**src/rtl/mem_access_unit_pkg.sv**
```systemverilog
// Shared types and helpers for the load/store initiator.
package mem_access_unit_pkg;

  typedef enum logic [1:0] {SZ_B, SZ_H, SZ_W, SZ_BAD} size_e;

  typedef enum logic [1:0] {IDLE, RD, WR, RESP} mau_state_e;

  // An illegal size is reported through the same error path as misalignment.
  function automatic logic misaligned(size_e size, logic [1:0] addr_lo);
    case (size)
      SZ_B:    return 1'b0;
      SZ_H:    return addr_lo[0];
      SZ_W:    return (addr_lo != 2'b00);
      default: return 1'b1;
    endcase
  endfunction

endpackage

```
**src/rtl/mem_access_unit_if.sv**
```systemverilog
// Request/response handshake plus the ram-side bus of the load/store unit.
interface mem_access_unit_if #(
  parameter int ADDR_W = 32
);
  logic              req_valid;
  logic              req_ready;
  logic              req_write;
  logic [1:0]        req_size;
  logic              req_signed;
  logic [ADDR_W-1:0] req_addr;
  logic [31:0]       req_wdata;
  logic              rsp_valid;
  logic [31:0]       rsp_rdata;
  logic              rsp_err;
  logic              mem_we;
  logic [31:0]       mem_addr;
  logic [31:0]       mem_wdata;
  logic [31:0]       mem_rdata;

  // The unit itself.
  modport slave (
    input  req_valid, req_write, req_size, req_signed, req_addr, req_wdata, mem_rdata,
    output req_ready, rsp_valid, rsp_rdata, rsp_err, mem_we, mem_addr, mem_wdata
  );

  // Requester and ram side.
  modport master (
    output req_valid, req_write, req_size, req_signed, req_addr, req_wdata, mem_rdata,
    input  req_ready, rsp_valid, rsp_rdata, rsp_err, mem_we, mem_addr, mem_wdata
  );
endinterface

```
**src/rtl/mem_access_unit_lane_align.sv**
```systemverilog
// Byte/halfword lane extraction for loads and lane merge for sub-word stores.
module mem_lane_align
  import mem_access_unit_pkg::*;
(
  input  logic [31:0] i_word,
  input  size_e       i_size,
  input  logic [1:0]  i_offset,
  input  logic        i_signed,
  input  logic [31:0] i_wdata,
  output logic [31:0] o_load_data,
  output logic [31:0] o_store_word
);
  logic [7:0]  w_byte;
  logic [15:0] w_half;

  assign w_byte = i_word[{i_offset, 3'b000} +: 8];
  assign w_half = i_offset[1] ? i_word[31:16] : i_word[15:0];

  // Little-endian lane select; untouched bytes of the stored word are preserved.
  always_comb begin
    o_load_data  = i_word;
    o_store_word = i_word;
    case (i_size)
      SZ_B: begin
        o_load_data = {{24{i_signed & w_byte[7]}}, w_byte};
        o_store_word[{i_offset, 3'b000} +: 8] = i_wdata[7:0];
      end
      SZ_H: begin
        o_load_data = {{16{i_signed & w_half[15]}}, w_half};
        if (i_offset[1]) o_store_word[31:16] = i_wdata[15:0];
        else             o_store_word[15:0]  = i_wdata[15:0];
      end
      default: begin
        o_load_data  = i_word;
        o_store_word = i_wdata;
      end
    endcase
  end
endmodule

```
**src/rtl/mem_access_unit.sv**
```systemverilog
// Load/store initiator for the word-addressed data ram.
module mem_access_unit
  import mem_access_unit_pkg::*;
#(
  parameter int ADDR_W = 32,
  parameter int DATA_W = 32,
  parameter int RD_LAT = 1
) (
  input  logic               clk,
  input  logic               rst,
  mem_access_unit_if.slave   bus
);
  mau_state_e        r_state;
  logic              r_write;
  size_e             r_size;
  logic              r_signed;
  logic [1:0]        r_off;
  logic [DATA_W-1:0] r_wdata;
  logic [7:0]        r_cnt;
  logic              r_req_ready;
  logic              r_rsp_valid;
  logic [31:0]       r_rsp_rdata;
  logic              r_rsp_err;
  logic              r_mem_we;
  logic [31:0]       r_mem_addr;
  logic [31:0]       r_mem_wdata;

  logic [ADDR_W-1:0] w_shift;
  logic [31:0]       w_word_idx;
  logic [31:0]       w_load_data;
  logic [31:0]       w_store_word;
  size_e             w_req_size;

  assign w_req_size = size_e'(bus.req_size);
  assign w_shift    = bus.req_addr >> 2;
  assign w_word_idx = 32'(w_shift);

  // Lane logic works on ram data directly; it is only consumed on the last RD edge.
  mem_lane_align u_lane (
    .i_word       (bus.mem_rdata),
    .i_size       (r_size),
    .i_offset     (r_off),
    .i_signed     (r_signed),
    .i_wdata      (r_wdata[31:0]),
    .o_load_data  (w_load_data),
    .o_store_word (w_store_word)
  );

  // Transaction FSM with all outputs registered.
  always_ff @(posedge clk or negedge rst) begin
    if (!rst) begin
      r_state     <= IDLE;
      r_write     <= 1'b0;
      r_size      <= SZ_B;
      r_signed    <= 1'b0;
      r_off       <= 2'b00;
      r_wdata     <= '0;
      r_cnt       <= '0;
      r_req_ready <= 1'b0;
      r_rsp_valid <= 1'b0;
      r_rsp_rdata <= '0;
      r_rsp_err   <= 1'b0;
      r_mem_we    <= 1'b0;
      r_mem_addr  <= '0;
      r_mem_wdata <= '0;
    end else begin
      case (r_state)
        IDLE: begin
          if (bus.req_valid && r_req_ready) begin
            r_write     <= bus.req_write;
            r_size      <= w_req_size;
            r_signed    <= bus.req_signed;
            r_off       <= bus.req_addr[1:0];
            r_wdata     <= DATA_W'(bus.req_wdata);
            r_req_ready <= 1'b0;
            r_mem_addr  <= w_word_idx;
            if (misaligned(w_req_size, bus.req_addr[1:0])) begin
              r_state     <= RESP;
              r_rsp_valid <= 1'b1;
              r_rsp_err   <= 1'b1;
              r_rsp_rdata <= '0;
            end else if (bus.req_write && (w_req_size == SZ_W)) begin
              r_state     <= WR;
              r_mem_we    <= 1'b1;
              r_mem_wdata <= bus.req_wdata;
            end else begin
              r_state <= RD;
              r_cnt   <= 8'(RD_LAT - 1);
            end
          end else begin
            r_req_ready <= 1'b1;
          end
        end
        RD: begin
          if (r_cnt != 8'd0) begin
            r_cnt <= r_cnt - 8'd1;
          end else if (r_write) begin
            r_state     <= WR;
            r_mem_we    <= 1'b1;
            r_mem_wdata <= w_store_word;
          end else begin
            r_state     <= RESP;
            r_rsp_valid <= 1'b1;
            r_rsp_err   <= 1'b0;
            r_rsp_rdata <= w_load_data;
          end
        end
        WR: begin
          r_state     <= RESP;
          r_mem_we    <= 1'b0;
          r_rsp_valid <= 1'b1;
          r_rsp_err   <= 1'b0;
          r_rsp_rdata <= '0;
        end
        default: begin
          r_state     <= IDLE;
          r_rsp_valid <= 1'b0;
          r_rsp_err   <= 1'b0;
          r_rsp_rdata <= '0;
          r_mem_addr  <= '0;
          r_mem_wdata <= '0;
          r_req_ready <= 1'b1;
        end
      endcase
    end
  end

  assign bus.req_ready = r_req_ready;
  assign bus.rsp_valid = r_rsp_valid;
  assign bus.rsp_rdata = r_rsp_rdata;
  assign bus.rsp_err   = r_rsp_err;
  assign bus.mem_we    = r_mem_we;
  assign bus.mem_addr  = r_mem_addr;
  assign bus.mem_wdata = r_mem_wdata;
endmodule

```
**src/flat_wrapper.sv**
```systemverilog
// flat-port wrapper written by rule: the top's interface ports become plain ports
module mem_access_unit_flat import mem_access_unit_pkg::*;
#(
  parameter int ADDR_W = 32,
  parameter int DATA_W = 32,
  parameter int RD_LAT = 1
)
  (clk, rst, bus_req_valid, bus_req_write, bus_req_size, bus_req_signed, bus_req_addr, bus_req_wdata, bus_mem_rdata, bus_req_ready, bus_rsp_valid, bus_rsp_rdata, bus_rsp_err, bus_mem_we, bus_mem_addr, bus_mem_wdata);
  mem_access_unit_if #(.ADDR_W(ADDR_W)) bus_i ();
  input  logic clk;
  input  logic rst;
  input wire logic [$bits(bus_i.req_valid)-1:0] bus_req_valid;
  input wire logic [$bits(bus_i.req_write)-1:0] bus_req_write;
  input wire logic [$bits(bus_i.req_size)-1:0] bus_req_size;
  input wire logic [$bits(bus_i.req_signed)-1:0] bus_req_signed;
  input wire logic [$bits(bus_i.req_addr)-1:0] bus_req_addr;
  input wire logic [$bits(bus_i.req_wdata)-1:0] bus_req_wdata;
  input wire logic [$bits(bus_i.mem_rdata)-1:0] bus_mem_rdata;
  output wire logic [$bits(bus_i.req_ready)-1:0] bus_req_ready;
  output wire logic [$bits(bus_i.rsp_valid)-1:0] bus_rsp_valid;
  output wire logic [$bits(bus_i.rsp_rdata)-1:0] bus_rsp_rdata;
  output wire logic [$bits(bus_i.rsp_err)-1:0] bus_rsp_err;
  output wire logic [$bits(bus_i.mem_we)-1:0] bus_mem_we;
  output wire logic [$bits(bus_i.mem_addr)-1:0] bus_mem_addr;
  output wire logic [$bits(bus_i.mem_wdata)-1:0] bus_mem_wdata;
  assign bus_i.req_valid = bus_req_valid;
  assign bus_i.req_write = bus_req_write;
  assign bus_i.req_size = bus_req_size;
  assign bus_i.req_signed = bus_req_signed;
  assign bus_i.req_addr = bus_req_addr;
  assign bus_i.req_wdata = bus_req_wdata;
  assign bus_i.mem_rdata = bus_mem_rdata;
  assign bus_req_ready = bus_i.req_ready;
  assign bus_rsp_valid = bus_i.rsp_valid;
  assign bus_rsp_rdata = bus_i.rsp_rdata;
  assign bus_rsp_err = bus_i.rsp_err;
  assign bus_mem_we = bus_i.mem_we;
  assign bus_mem_addr = bus_i.mem_addr;
  assign bus_mem_wdata = bus_i.mem_wdata;
  mem_access_unit #(.ADDR_W(ADDR_W), .DATA_W(DATA_W), .RD_LAT(RD_LAT)) u_core (.clk(clk), .rst(rst), .bus(bus_i));
endmodule
```
**config.mk**
```make
export PLATFORM = sky130hd
export DESIGN_NAME = mem_access_unit_flat
export DESIGN_NICKNAME = d
export VERILOG_FILES = /design/src/rtl/mem_access_unit_pkg.sv /design/src/rtl/mem_access_unit_if.sv /design/src/rtl/mem_access_unit_lane_align.sv /design/src/rtl/mem_access_unit.sv /design/src/flat_wrapper.sv
export SDC_FILE = /design/constraint.sdc
export NUM_CORES = 1
export LEC_CHECK = 0
export CAP_MARGIN = 20
export CORE_MARGIN = 5
export CORE_UTILIZATION = 30
export CTS_BUF_LIST = sky130_fd_sc_hd__clkbuf_8
export CTS_CLUSTER_SIZE = 25
export DETAILED_ROUTE_END_ITERATION = 6
export DONT_BUFFER_PORTS = 1
export PLACE_DENSITY = 0.48
export SLEW_MARGIN = 15
export SYNTH_ARGS = -nofsm -noshare
export SYNTH_HDL_FRONTEND = slang
export SYNTH_SLANG_ARGS = --single-unit
```
**constraint.sdc**
```tcl
create_clock -name clk -period 8.6 [get_ports clk]
set_input_delay 0.86 -clock clk [delete_from_list [all_inputs] [get_ports clk]]
set_output_delay 0.86 -clock clk [all_outputs]
set_load 0.05 [all_outputs]
```
== Word level (Yosys, flattened, before mapping) ==
Cells that the tools add are included.
Storage, ports and cells
  register bits: 148
  input port bits: 103
  output and inout port bits: 100
  logic and storage cells: 103
Operators by class
  $add $sub $neg: 2
  eq/ne operators: 14
  shift operators: 3
  mux-type cells: 49
  bitwise operators: 4
  reduce and logical (&&, ||, !) cells: 17
Operator list (count)
  32-bit 2-to-1 mux: 10
  32-bit case mux with 2 select lines: 4
  32-bit case mux with 3 select lines: 1
  16-bit 2-to-1 mux: 3
  32-bit bitwise mux: 1
  8-bit 2-to-1 mux: 4
  8-bit by 7-bit variable shift with 32-bit output, first input constant: 1
  32-bit by 6-bit variable part select with 8-bit output: 1
  8-bit by 7-bit variable part select with 32-bit output: 1
  8-bit case mux with 2 select lines: 1
  1-bit 2-to-1 mux: 15
  6-bit AND reduction: 2
  2-bit by 1-bit != test with 1-bit output, second input constant: 5
  1-bit case mux with 3 select lines: 3
  2-bit 2-to-1 mux: 4
  2-bit != test, second input constant: 4
  8-bit nonzero test: 1
  8-bit by 1-bit subtractor with 8-bit output, second input constant: 1
  5-bit negation with 7-bit output: 1
  2-bit by 1-bit equality test with 1-bit output, second input constant: 3
  2-bit zero test: 3
  2-bit case mux with 3 select lines: 1
  2-bit AND reduction: 3
  5-bit AND reduction: 1
  other kinds (9): 15

== Longest topological paths before layout ==
  word-level depth: 7
  gate-level depth with buffers: 11
  depth with buffers taken out: 6

== Modules after synthesis ==
A second synthesis with hierarchy kept.
Second synthesis, totals
  cell total of the unflattened synthesis: 686
  area total of the unflattened synthesis: 8064.0 µm²
Modules (own cells, without submodules)
  mem_access_unit: times used 1, cells an instance 428, area each 6173.4 µm², sequential area each 3653.5 µm²
  mem_lane_align: times used 1, cells an instance 258, area each 1890.6 µm², sequential area each 0.0 µm²

== Worst setup path before layout ==
No wires, ideal clock.
  kind: reg-to-reg
  from: register u_core.r_off[1]
  to: register u_core.r_mem_wdata[0], in the netlist u_core.bus.mem_wdata[0]
  library setup time: 67 ps
  arrival: 2750 ps
  data required time: 8533 ps
  path slack: 5783 ps
  cell stages (with the launch flop): 10
  path buffers: 3
  period minus slack after synthesis: 2817 ps
  path through: dfrtp_1 > buf_1 > buf_2 > buf_2 > inv_1 > ha_1 > nor3b_1 > a221oi_1 > o31ai_1 > mux2_1
On the way
  cells in the longest elaborated chain, start to end: 7
  elaborated cells between the ends (all ways): 9
  those cells by class: add/sub: 1; shift: 2; mux: 6
Ends and longest elaborated chain
  from (decl): line mem_access_unit.sv:17  | logic [1:0] r_off;
  from (signal assigned): line mem_access_unit.sv:73  | r_off <= bus.req_addr[1:0];
  5-bit negation with 7-bit output: line mem_access_unit_lane_align.sv:26  | o_store_word[{i_offset, 3'b000} +: 8] = i_wdata[7:0];
  8-bit by 7-bit variable part select with 32-bit output / 8-bit by 7-bit variable shift with 32-bit output (equally long branches): line mem_access_unit_lane_align.sv:26
  32-bit bitwise mux: line mem_access_unit_lane_align.sv:26
  32-bit case mux with 2 select lines *: line mem_access_unit_lane_align.sv:23  | case (i_size)
  32-bit 2-to-1 mux *: line mem_access_unit.sv:97  | end else if (r_write) begin
  32-bit 2-to-1 mux *: line mem_access_unit.sv:95  | if (r_cnt != 8'd0) begin
  32-bit case mux with 3 select lines *: line mem_access_unit.sv:67  | case (r_state)
  to (signal assigned): line mem_access_unit.sv:85  | r_mem_wdata <= bus.req_wdata;
  to (signal assigned): line mem_access_unit.sv:100  | r_mem_wdata <= w_store_word;
  to (decl): line mem_access_unit.sv:26  | logic [31:0] r_mem_wdata;
Every way passes the cells marked *; elsewhere a longest branch is shown, timed or not. The select of a mux whose other input is x is not followed.
A chain may end at the register's enable or synchronous reset.

== Worst setup path in the final report ==
  from: register u_core.r_state[1]
  to: register u_core.r_cnt[5]
On the way
  cells in the longest elaborated chain, start to end: 3
  elaborated cells between the ends (all ways): 9
  those cells by class: eq/ne: 5; mux: 1; reduce/logical: 3
Ends and longest elaborated chain
  from (decl): line mem_access_unit.sv:13  | mau_state_e r_state;
  from (signal assigned): line mem_access_unit.sv:52  | r_state <= IDLE;
  from (signal assigned): line mem_access_unit.sv:78  | r_state <= RESP;
  from (signal assigned): line mem_access_unit.sv:83  | r_state <= WR;
  2-bit by 1-bit equality test with 1-bit output / 2-bit zero test (equally long branches): line mem_access_unit.sv:67
  2-bit by 1-bit != test with 1-bit output (no line) (tied with other cells)
  5-bit AND reduction (no line)
  to (signal assigned): line mem_access_unit.sv:88  | r_cnt <= 8'(RD_LAT - 1);
  to (signal assigned): line mem_access_unit.sv:96  | r_cnt <= r_cnt - 8'd1;
  to (decl): line mem_access_unit.sv:19  | logic [7:0] r_cnt;
Several ways; a longest one is shown, not always the timed one.

==> results.json <==
{
  "cp_slowest_cell": "a2111oi_0",
  "synthTopCellsByArea": "dfrtp_1 46%, mux2_2 8.4%, mux2_1 4.1%, a22o_1 3.4%, mux2i_1 2.7%",
  "critPathArrivalTime_ns": 3.42,
  "synth_edf_count": 0,
  "final_nets": 804,
  "dpl.hpwl_mm": 19.8,
  "drcViolationCount": 3,
  "reg2reg_depth": 8,
  "min_period_over_period": 0.352,
  "stdcell_area_um2": 8550,
  "avgSynthCellArea_um2": 10.9,
  "outcome": "complete, but fails checks",
  "synth_seq_cells": 146,
  "setup_viol": 0,
  "area_growth_pct": 8.32,
  "r2r-end": "u_core.r_cnt[5]",
  "routed_wl_mm": 27.6,
  "skew_ns": 0.0157,
  "die_w_um": 172,
  "path_max_fanout": 59,
  "critPathLaunchType": "flop",
  "hold_ws_ns": 0.0696,
  "grt-ovfl-total": 0,
  "cpPeakStageDelay_ns": 0.51,
  "dp.cells": 1005,
  "seq_area_frac_synth": 0.463,
  "required_ns": 8.99,
  "drt-initial-drc-count": 733,
  "fin_cells": 1038,
  "cp.depth": 8,
  "synth_cell_types": 64,
  "viasPerCell": 6.06,
  "post_cts_buffers": 0,
  "wl_per_cell_um": 26.6,
  "violations": "design-rule violations",
  "slew_viol_final": 0,
  "grt_util_all_layers": 0.184,
  "grt_pass1_vias": 6473,
  "crit_buf_inv": 3,
  "finalSetupTns_ns": 0,
  "clockBufferDepth": 2,
  "drt_first_pass_iters": 7,
  "place_area_um2": 8120,
  "synthCells": 722,
  "pre_cts_slack_ns": 5.63,
  "worstSetupEndpoint": "u_core.r_cnt[5]",
  "fmax_mhz": 330,
  "initial_utilization": 0.304,
  "cts_hold_buf": 0,
  "drive_above_1_share": 0.167,
  "vias": 6289,
  "root_buffer": "clkbuf_8",
  "cts_tree": "yes",
  "min_period_ns": 3.03,
  "path_clk_slew_ns": 0.11,
  "ff2ff_setup_slack_ns": 5.57,
  "reg2reg_from": "u_core.r_state[1]",
  "dieArea_um2": 29600,
  "critPathCaptureType": "flop",
  "boundaryPins": 203,
  "timing.critical_path.mode_cell": "buf_4",
  "cap_violations": 0,
  "worst_slack_ns": 5.57,
  "async_flop_share": 1.00,
  "hp-class": "input pin to asynchronous set/reset pin",
  "dieHeight_um": 172,
  "synth_top_area_frac": 0.463,
  "ir_drop_mv": 0.167,
  "cts_buffers": 17,
  "clock_latency_ns": 0.47,
  "hold_viol": 0,
  "place.port_buffers": 0,
  "tightest_slew_ns": 1.03,
  "rows": 59,
  "cts_resized": 0,
  "synth_area_um2": 7890,
  "grt_pass1_wl_mm": 41.0,
  "coreArea_um2": 26000,
  "grt_max_degree": 147,
  "crit_type": "flop to flop",
  "antenna_found_initial": 0,
  "critPathLaunch": "u_core.r_state[1]",
  "yosysWarnings": 0,
  "cts_sinks": 146,
  "rsz0062_at_grt": "false",
  "htreeDepth": 4,
  "worstPathCellList": "inv_1 -> ha_2 -> buf_4 -> and3_1 -> buf_4 -> o211ai_1 -> a2111oi_0 -> mux2i_1",
  "yosys.area.top_type": "dfrtp_1",
  "power_density_nw_per_um2": 462,
  "slew_headroom": 0.314,
  "antenna_left": 0,
  "p_leak_uw": 0.00349,
  "synth_top_flop_cell": "dfrtp_1",
  "critPathTopFamily": "buffers and inverters",
  "gp_congestion": 0.844
}
-- per-layer routing --
layer / global-route usage / share of wire / wire (um) / vias up
met5: 0 / 0 / 0 / -
met3: 0.0695 / 0.10 / 2840 / 38
met1: 0.233 / 0.40 / 11200 / 3251
met2: 0.289 / 0.47 / 13000 / 277
li1: - / - / - / 2723
met4: 0.0639 / 0.021 / 591 / 0
-- report_power, final --
group,switching (uW),leakage [uW],internal (uW)
logic,941,0.00141,663
registers,815,0.00188,946
clock network,316,0.000202,270
-- cell type report --
| type | count | area, um2 |
|---|---|---|
| fill | 2633 | 17400 |
| multi-input combinational | 500 | 3930 |
| sequential | 146 | 3650 |
| tap | 335 | 419 |
| clock buffer | 17 | 234 |
| clock inverter | 15 | 183 |
| timing repair buffer | 10 | 75.1 |
| inverter | 14 | 52.6 |
| antenna | 1 | 2.50 |
-- cells by family after synthesis --
| kind of cell | Yosys count | synth area share |
|---|---|---|
| and+or+nand+nor | 144 | 0.0978 |
| adders and majority gates | 12 | 0.0190 |
| DFF | 146 | 0.463 |
| muxes | 111 | 0.158 |
| other | 1 | 0.000475 |
| AOI/OAI and AO/OA | 231 | 0.220 |
| buffers and inverters | 77 | 0.0419 |
-- state kept, by name, summed over array words and instances, names as in the netlist --
| signal | cells |
|---|---|
| u_core.r_state | 2 |
| u_core.bus.rsp_err | 1 |
| u_core.r_off | 2 |
| u_core.bus.req_ready | 1 |
| u_core.bus.mem_addr | 30 |
| u_core.r_size | 2 |
| u_core.bus.mem_we | 1 |
| u_core.r_wdata | 32 |
| u_core.r_signed | 1 |
| u_core.r_cnt | 8 |
| u_core.r_write | 1 |
| u_core.bus.mem_wdata | 32 |
| u_core.bus.rsp_rdata | 32 |
| u_core.bus.rsp_valid | 1 |
-- through the flow --
step / total power [uW] / util
final: 3950 / 0.329
after floorplan: 2950 / -
after detailed placement: 3370 / 0.313
after CTS: 3970 / 0.329
after global placement: 3320 / 0.313
after global routing: 4190 / 0.329
-- how the worst min path moves through the flow --
stage	slack [ns]	from	endpoint
CTS	0.04	rst	u_core.bus.mem_addr[11]
global route	0.03	rst	u_core.bus.mem_addr[18]
finish	0.07	rst	u_core.bus.mem_addr[11]
detailed placement	0.50	u_core.r_wdata[17]	u_core.r_wdata[17]
floorplan	0.48	u_core.r_wdata[21]	u_core.r_wdata[21]
global placement	0.49	u_core.r_wdata[30]	u_core.r_wdata[30]
-- cell usage after synthesis, drive strengths merged (3+ instances only) --
master and n:
nor3b 3, clkbuf 42, nor2 10, or2 3, nand2b 27, o22ai 3, mux2i 21, ha 12
a221oi 14, o31a 3, a22oi 6, dfrtp 146, nor4 3, nor2b 6, a222oi 15, mux2 88
nor3 6, nand4 13, inv 14, a41oi 8, o21ai 40, a21oi 28, a22o 31, a21o 7
nand3 18, a31oi 21, o2bb2ai 5, buf 21, o31ai 11, or3 4, nand2 41, a32o 19
-- placed cells by master, fill, tap and decap left out, types with 3 or more instances in the layout --
cell type | Yosys | layout
clkinvlp_4 | 0 | 3
a32o_1 | 19 | 19
a22o_1 | 31 | 31
buf_4 | 5 | 10
a221oi_1 | 14 | 14
a22oi_1 | 6 | 6
o31a_1 | 3 | 3
dfrtp_1 | 146 | 146
mux2i_1 | 21 | 21
clkbuf_8 | 0 | 17
mux2_1 | 29 | 29
nor2_1 | 10 | 9
o21ai_0 | 37 | 37
nand2_1 | 41 | 41
a21oi_1 | 28 | 28
o22ai_1 | 3 | 3
mux2_2 | 59 | 59
a222oi_1 | 15 | 15
inv_6 | 0 | 7
nand2b_1 | 27 | 26
a31oi_1 | 21 | 21
o31ai_1 | 11 | 11
nand4_1 | 13 | 13
inv_1 | 14 | 14
nand3_1 | 18 | 18
o2bb2ai_1 | 5 | 5
ha_1 | 12 | 11
nor3_1 | 6 | 6
a21o_1 | 7 | 7
nor4_1 | 3 | 3
nor2b_1 | 6 | 6
or3_1 | 4 | 4
a41oi_1 | 8 | 8
(Power assumes the default switching activity.)
